===== src/rtl/matmul_engine.sv =====
// matmul_engine
// Streams A (m x k) and B (k x n) from two synchronous-read memories and writes
// C = A * B (signed fixed point, row-major) to an output memory, one element at
// a time: k fetch cycles, RD_LAT drain cycles, one write cycle.
//
// Ports:
//   clk, rst                 clock, asynchronous active-high reset
//   start                    begin a job (accepted in IDLE only)
//   m, n, k, relu_en         job dimensions and ReLU mode, latched at start
//   input_addr/input_data    A memory read port (data RD_LAT cycles after addr)
//   weight_addr/weight_data  B memory read port (data RD_LAT cycles after addr)
//   output_addr/output_data  C write port, qualified by write_enable
//   busy, done, overflow     status; overflow is sticky until next start
module matmul_engine #(
    parameter int DATA_W    = 16,
    parameter int ACC_W     = 40,
    parameter int DIM_W     = 10,
    parameter int ADDR_W    = 16,
    parameter int RD_LAT    = 1,
    parameter int FRAC_BITS = 8
) (
    input  logic              clk,
    input  logic              rst,
    input  logic              start,
    input  logic [DIM_W-1:0]  m,
    input  logic [DIM_W-1:0]  n,
    input  logic [DIM_W-1:0]  k,
    input  logic              relu_en,
    output logic [ADDR_W-1:0] input_addr,
    input  logic [DATA_W-1:0] input_data,
    output logic [ADDR_W-1:0] weight_addr,
    input  logic [DATA_W-1:0] weight_data,
    output logic [ADDR_W-1:0] output_addr,
    output logic [DATA_W-1:0] output_data,
    output logic              write_enable,
    output logic              busy,
    output logic              done,
    output logic              overflow
);
    localparam int PROD_W = 2 * DATA_W;
    localparam int AW2    = 2 * DIM_W;
    localparam logic signed [ACC_W-1:0] SAT_MAX =
        {{(ACC_W-DATA_W+1){1'b0}}, {(DATA_W-1){1'b1}}};
    localparam logic signed [ACC_W-1:0] SAT_MIN =
        {{(ACC_W-DATA_W+1){1'b1}}, {(DATA_W-1){1'b0}}};

    typedef enum logic [2:0] {IDLE, FETCH, DRAIN, WRITE, FINISH} state_t;

    state_t                    state_q, state_d;
    logic [DIM_W-1:0]          m_q, m_d, n_q, n_d, k_q, k_d;
    logic [DIM_W-1:0]          i_q, i_d, j_q, j_d, p_q, p_d;
    logic                      relu_q, relu_d;
    logic [1:0]                drain_q, drain_d;
    logic signed [ACC_W-1:0]   acc_q, acc_d;
    logic [RD_LAT-1:0]         valid_q, valid_d;
    logic [ADDR_W-1:0]         input_addr_q, input_addr_d;
    logic [ADDR_W-1:0]         weight_addr_q, weight_addr_d;
    logic [ADDR_W-1:0]         output_addr_q, output_addr_d;
    logic [DATA_W-1:0]         output_data_q, output_data_d;
    logic                      write_enable_q, write_enable_d;
    logic                      busy_q, busy_d, done_q, done_d;
    logic                      overflow_q, overflow_d;

    logic signed [PROD_W-1:0]  prod;
    logic signed [ACC_W-1:0]   res_shift, res_relu;
    logic [DATA_W-1:0]         res_sat;
    logic                      sat_hit;
    logic [AW2-1:0]            in_full, wt_full, out_full;

    // Valid tag pipe: bit 0 marks an address issued last cycle, the top bit
    // marks the cycle its read data is on input_data/weight_data.
    assign valid_d[0] = (state_q == FETCH);
    for (genvar gi = 1; gi < RD_LAT; gi++) begin : g_valid
        assign valid_d[gi] = valid_q[gi-1];
    end

    assign prod = $signed(input_data) * $signed(weight_data);

    // Result path works on acc_d so the value registered on entry to WRITE
    // already includes the final product.
    always_comb begin
        res_shift = acc_d >>> FRAC_BITS;
        res_relu  = (relu_q && res_shift[ACC_W-1]) ? '0 : res_shift;
        sat_hit   = 1'b0;
        res_sat   = res_relu[DATA_W-1:0];
        if (res_relu > SAT_MAX) begin
            res_sat = SAT_MAX[DATA_W-1:0];
            sat_hit = 1'b1;
        end else if (res_relu < SAT_MIN) begin
            res_sat = SAT_MIN[DATA_W-1:0];
            sat_hit = 1'b1;
        end
    end

    always_comb begin
        state_d        = state_q;
        m_d            = m_q;
        n_d            = n_q;
        k_d            = k_q;
        relu_d         = relu_q;
        i_d            = i_q;
        j_d            = j_q;
        p_d            = p_q;
        drain_d        = drain_q;
        acc_d          = acc_q;
        input_addr_d   = input_addr_q;
        weight_addr_d  = weight_addr_q;
        output_addr_d  = output_addr_q;
        output_data_d  = output_data_q;
        write_enable_d = 1'b0;
        busy_d         = busy_q;
        done_d         = 1'b0;
        overflow_d     = overflow_q;

        if (valid_q[RD_LAT-1]) begin
            acc_d = acc_q + ACC_W'(prod);
        end

        case (state_q)
            IDLE: begin
                if (start) begin
                    m_d        = m;
                    n_d        = n;
                    k_d        = k;
                    relu_d     = relu_en;
                    overflow_d = 1'b0;
                    i_d        = '0;
                    j_d        = '0;
                    p_d        = '0;
                    acc_d      = '0;
                    if (m == '0 || n == '0 || k == '0) begin
                        state_d = FINISH;
                        done_d  = 1'b1;
                    end else begin
                        state_d = FETCH;
                        busy_d  = 1'b1;
                    end
                end
            end
            FETCH: begin
                if (p_q == k_q - 1'b1) begin
                    state_d = DRAIN;
                    drain_d = '0;
                end else begin
                    p_d = p_q + 1'b1;
                end
            end
            DRAIN: begin
                if (drain_q == 2'(RD_LAT - 1)) begin
                    state_d        = WRITE;
                    write_enable_d = 1'b1;
                    output_addr_d  = ADDR_W'(out_full);
                    output_data_d  = res_sat;
                    if (sat_hit) overflow_d = 1'b1;
                end else begin
                    drain_d = drain_q + 1'b1;
                end
            end
            WRITE: begin
                if (i_q == m_q - 1'b1 && j_q == n_q - 1'b1) begin
                    state_d = FINISH;
                    done_d  = 1'b1;
                    busy_d  = 1'b0;
                end else begin
                    state_d = FETCH;
                    p_d     = '0;
                    acc_d   = '0;
                    if (j_q == n_q - 1'b1) begin
                        j_d = '0;
                        i_d = i_q + 1'b1;
                    end else begin
                        j_d = j_q + 1'b1;
                    end
                end
            end
            FINISH: begin
                state_d = IDLE;
            end
            default: state_d = IDLE;
        endcase

        // Every cycle spent in FETCH presents the address pair for (i, j, p).
        if (state_d == FETCH) begin
            input_addr_d  = ADDR_W'(in_full);
            weight_addr_d = ADDR_W'(wt_full);
        end
    end

    always_comb begin
        in_full  = AW2'(i_d) * AW2'(k_d) + AW2'(p_d);
        wt_full  = AW2'(p_d) * AW2'(n_d) + AW2'(j_d);
        out_full = AW2'(i_q) * AW2'(n_q) + AW2'(j_q);
    end

    always_ff @(posedge clk or posedge rst) begin
        if (rst) begin
            state_q        <= IDLE;
            m_q            <= '0;
            n_q            <= '0;
            k_q            <= '0;
            relu_q         <= 1'b0;
            i_q            <= '0;
            j_q            <= '0;
            p_q            <= '0;
            drain_q        <= '0;
            acc_q          <= '0;
            valid_q        <= '0;
            input_addr_q   <= '0;
            weight_addr_q  <= '0;
            output_addr_q  <= '0;
            output_data_q  <= '0;
            write_enable_q <= 1'b0;
            busy_q         <= 1'b0;
            done_q         <= 1'b0;
            overflow_q     <= 1'b0;
        end else begin
            state_q        <= state_d;
            m_q            <= m_d;
            n_q            <= n_d;
            k_q            <= k_d;
            relu_q         <= relu_d;
            i_q            <= i_d;
            j_q            <= j_d;
            p_q            <= p_d;
            drain_q        <= drain_d;
            acc_q          <= acc_d;
            valid_q        <= valid_d;
            input_addr_q   <= input_addr_d;
            weight_addr_q  <= weight_addr_d;
            output_addr_q  <= output_addr_d;
            output_data_q  <= output_data_d;
            write_enable_q <= write_enable_d;
            busy_q         <= busy_d;
            done_q         <= done_d;
            overflow_q     <= overflow_d;
        end
    end

    assign input_addr   = input_addr_q;
    assign weight_addr  = weight_addr_q;
    assign output_addr  = output_addr_q;
    assign output_data  = output_data_q;
    assign write_enable = write_enable_q;
    assign busy         = busy_q;
    assign done         = done_q;
    assign overflow     = overflow_q;
endmodule


===== config.mk =====
export PLATFORM = sky130hd
export DESIGN_NAME = matmul_engine
export DESIGN_NICKNAME = d
export VERILOG_FILES = /design/src/rtl/matmul_engine.sv
export SDC_FILE = /design/constraint.sdc
export NUM_CORES = 2
export LEC_CHECK = 0
export ABC_AREA = 1
export BUFFER_PORTS_ARGS = -buffer_cell sky130_fd_sc_hd__buf_2
export CAP_MARGIN = 20
export CORE_ASPECT_RATIO = 2
export CORE_MARGIN = 2
export CORE_UTILIZATION = 40
export DETAILED_ROUTE_END_ITERATION = 7
export PLACE_DENSITY_LB_ADDON = 0.08
export SLEW_MARGIN = 20
export SYNTH_ARGS = -nofsm -noshare
export SYNTH_HDL_FRONTEND = slang
export SYNTH_SLANG_ARGS = --single-unit
export TNS_END_PERCENT = 10

===== constraint.sdc =====
create_clock -name clk -period 16.5 [get_ports clk]
set_input_delay 0.825 -clock clk [delete_from_list [all_inputs] [get_ports clk]]
set_output_delay 0.825 -clock clk [all_outputs]
set_load 0.01 [all_outputs]

==> results.yml <==
timing:
  timing.slew.headroom_pct: 24.7
  fmax_mhz: 114
  skew_ns: 0.0139
  fin_tns_setup_ns: 0
  max_slew_violations: 0
  rsz0062_at_grt: "false"
  timing.final.crit_period_ns: 8.74
  fin_crit_sh_pct: 53.0
  timing.final.setup_violations: 0
  finalHoldWorstSlack_ns: 0.480
  timing_hold_violations_final: 0
  worst_pin_slew_ns: 1.12
cts:
  clockRootBuffer: "sky130_fd_sc_hd__clkbuf_16"
  clk_pin_slew_worst_paths_ns: 0.08
  max_buffers_root_to_sink: 2
  tritoncts: "yes"
  number_of_buffers_inserted_during_clock_tree_synthesis: 17
  clkSinkCount: 175
  htreeDepth: 4
  worst_skew_pair.late_latency_ns: 0.49
  cts_setup_buffers: 0
  cts_repair_resize_count: 0
  holdBufCountCts: 0
grt:
  global_route_usage_sum_pct: 27.2
  grt_max_degree: 113
  antenna_violations_before_repair: 0
  grt_remaining_overflow: 0
  first_global_vias: 28647
  grt_first_pass_wirelength_mm: 165
synthesis:
  postSynthCellCount: 4112
  yosys.cell_count.top_type: "sky130_fd_sc_hd__inv_1"
  dominant_combinational_cell_family_by_area_after_synthesis: "adder cells"
  synth_edf_count: 0
  synth-xor-area-share_pct: 2.19
  ys_seq_elements: 175
  synth.top_cells.by_count: "sky130_fd_sc_hd__inv_1 (1,050), sky130_fd_sc_hd__nand2_1 (1,001), sky130_fd_sc_hd__fa_1 (531)"
  yosys-top-cells-area: "sky130_fd_sc_hd__fa_1 (34%), sky130_fd_sc_hd__dfrtp_1 (14%), sky130_fd_sc_hd__inv_1 (12%)"
  fraction_of_the_yosys_area_taken_by_sequential_cells_pct: 13.9
  syn-num-nets: 4954
  synth_top_cell_area_share_pct: 33.7
  post_synth_and_or_nand_nor_area_fraction_pct: 20.4
  synth_flop_cell: "sky130_fd_sc_hd__dfrtp_1"
  synth_compound_area_share_pct: 5.80
  average_footprint_of_a_synthesized_cell_um2: 7.68
  yosys.area.top_type: "sky130_fd_sc_hd__fa_1"
  yosys_warnings: 0
  synthDistinctLibCells: 50
  synth.area.mux_share_pct: 0
  synth_area_mm2: 0.0316
  async_flop_share_pct: 100
  yosys.area_share.adder_pct: 43.4
setup_path:
  crit_required_ns: 16.82
  timing.setup.critical_path_class: "input pin to flop"
  timing.critical_path.slowest_stage_cell: "sky130_fd_sc_hd__a21oi_2"
  timing.critical_path.arrival_ns: 9.06
  critical_path.max_stage_delay_ns: 0.83
  critPathCaptureType: "flop"
  setup.worst_path.start_class: "input pin"
  worstPathMaxFanout: 16
detailed_routing:
  drc: 0
  pre_repair_dr_iteration_count: 5
  drtIter0Drc: 1017
  wire_per_inst_um: 20.3
  viasPerCell: 4.93
  drt.antenna.violating_nets: 0
  finalWirelength_mm: 106
  num_vias: 25690
place:
  hpwl_mm: 91.4
  place.port_buffers: 133
  globalplace.congestion: 0.991
finish:
  drive_above_1_share_pct: 6.43
  layout.area.seq_mm2: 0.00438
  diodes: 0
  finalCoreUtilization_pct: 43.2
  total_nets_final: 5011
  layout.filler_cells: 8265
  relative_area_change_from_synthesis_to_final_layout_pct: 7.12
  multi_input_logic_area_mm2: 0.0227
floorplan:
  horiz_die_dim_um: 203
  ios: 134
  start_util_pct: 40.4
  fp.dieArea_mm2: 0.0813
  floorplan.core_area_mm2: 0.0782
  die_height_um: 401
  row_count: 145
worst_hold_path:
  min_path_type: "flop to flop"
status:
  status: "finished clean"
job:
  drv.max_cap_violation_count: 0
## path summary, 6_finish.rpt
check                                  endpoint  slack [ns]  cells past startpoint            from
max in group asynchronous       output_addr[14]       14.50                      3             rst
worst max register to register   input_addr[15]        7.84                     38          n_q[0]
min in group asynchronous          write_enable        0.51                      2             rst
worst min-delay path             weight_addr[6]        0.48                      2  weight_addr[6]
worst max-delay path             output_data[3]        7.76                     29  weight_data[1]
worst min register to register   weight_addr[6]        0.48                      2  weight_addr[6]
## critical path: cells and delay by family
| kind | cells | cell delay [ns] |
|---|---|---|
| AOI/OAI and AO/OA | 2 | 0.97 |
| adders and majority gates | 7 | 3.69 |
| buffers and inverters | 7 | 0.91 |
| and+or+nand+nor | 13 | 2.59 |
## flip-flops by register name, summed over array words and instances (netlist names)
name          flops
p_q              10
n_q              10
busy              1
k_q              10
weight_addr      16
output_data      16
relu_q            1
drain_q           2
state_q           3
acc_q            40
j_q              10
done              1
input_addr       16
output_addr      16
i_q              10
overflow          1
valid_q           1
m_q              10
write_enable      1
## area by class of cell
cell class / instances / area share, %
clock buffers: 20 / 1.32
clock inverters: 11 / 0.377
repair buffers: 158 / 2.52
inverters: 1077 / 12.0
flip-flops and latches: 175 / 13.0
well taps: 1029 / 3.81
multi-input cells: 2740 / 67.0
## routing by layer
layer	vias up	global-route usage [%]	wire length [um]
li1	12240	-	-
met1	12678	24.4	33000
met2	515	56.6	62900
met3	257	2.10	2200
met4	0	16.8	7460
met5	-	0	0
## logic make-up after synthesis
group | after synthesis
fa+ha+maj | 776
xor+xnor | 79
buf+inv | 1197
compound gates | 328
flops | 175
simple gates | 1557
## through the flow
step / worst slack [ns] / cells / area (um2)
final: 7.76 / 5210 / 33800
after global routing: 7.28 / 5210 / 33800
after CTS: 7.87 / 5209 / 33800
after detailed placement: 7.41 / 5178 / 33200
after global placement: 7.41 / 5178 / 33200
after floorplan: 9.27 / 4112 / 31600
## placed cells by master, fill, tap and decap left out, types with 4 or more instances in the layout
cell                        Yosys  routed
sky130_fd_sc_hd__clkinv_1      10      10
sky130_fd_sc_hd__a21o_1         7       7
sky130_fd_sc_hd__o21a_1         4       4
sky130_fd_sc_hd__nand3_2        9      10
sky130_fd_sc_hd__o21ai_1       15      15
sky130_fd_sc_hd__nor2_1       276     276
sky130_fd_sc_hd__o211ai_1       4       4
sky130_fd_sc_hd__o22ai_1        6       6
sky130_fd_sc_hd__nand3_1      135     134
sky130_fd_sc_hd__buf_4          1      25
sky130_fd_sc_hd__a21oi_1      108     108
sky130_fd_sc_hd__nand2_2        4       5
sky130_fd_sc_hd__and2_1         8       8
sky130_fd_sc_hd__buf_2          2     133
sky130_fd_sc_hd__o21ai_0      126     125
sky130_fd_sc_hd__nor2_4         4       4
sky130_fd_sc_hd__xnor2_1       30      30
sky130_fd_sc_hd__fa_1         531     531
sky130_fd_sc_hd__xor2_1        49      49
sky130_fd_sc_hd__inv_2         17      17
sky130_fd_sc_hd__or2_2         27      27
sky130_fd_sc_hd__dfrtp_1      175     174
sky130_fd_sc_hd__nand3b_1      12      12
sky130_fd_sc_hd__a31oi_1       13      13
sky130_fd_sc_hd__nand2_1     1001    1000
sky130_fd_sc_hd__a21oi_2        7       7
sky130_fd_sc_hd__nand4_1       31      31
sky130_fd_sc_hd__nor3_1        25      25
sky130_fd_sc_hd__o21bai_1      18      18
sky130_fd_sc_hd__nor2_2         4       4
sky130_fd_sc_hd__o31ai_1        9       9
sky130_fd_sc_hd__inv_1       1050    1049
sky130_fd_sc_hd__ha_1         245     245
sky130_fd_sc_hd__nor4_1        14      14
sky130_fd_sc_hd__clkbuf_16      0      17
Power is not shown: default switching activity piles up to over one toggle a cycle in this logic, so the estimate is an artifact.
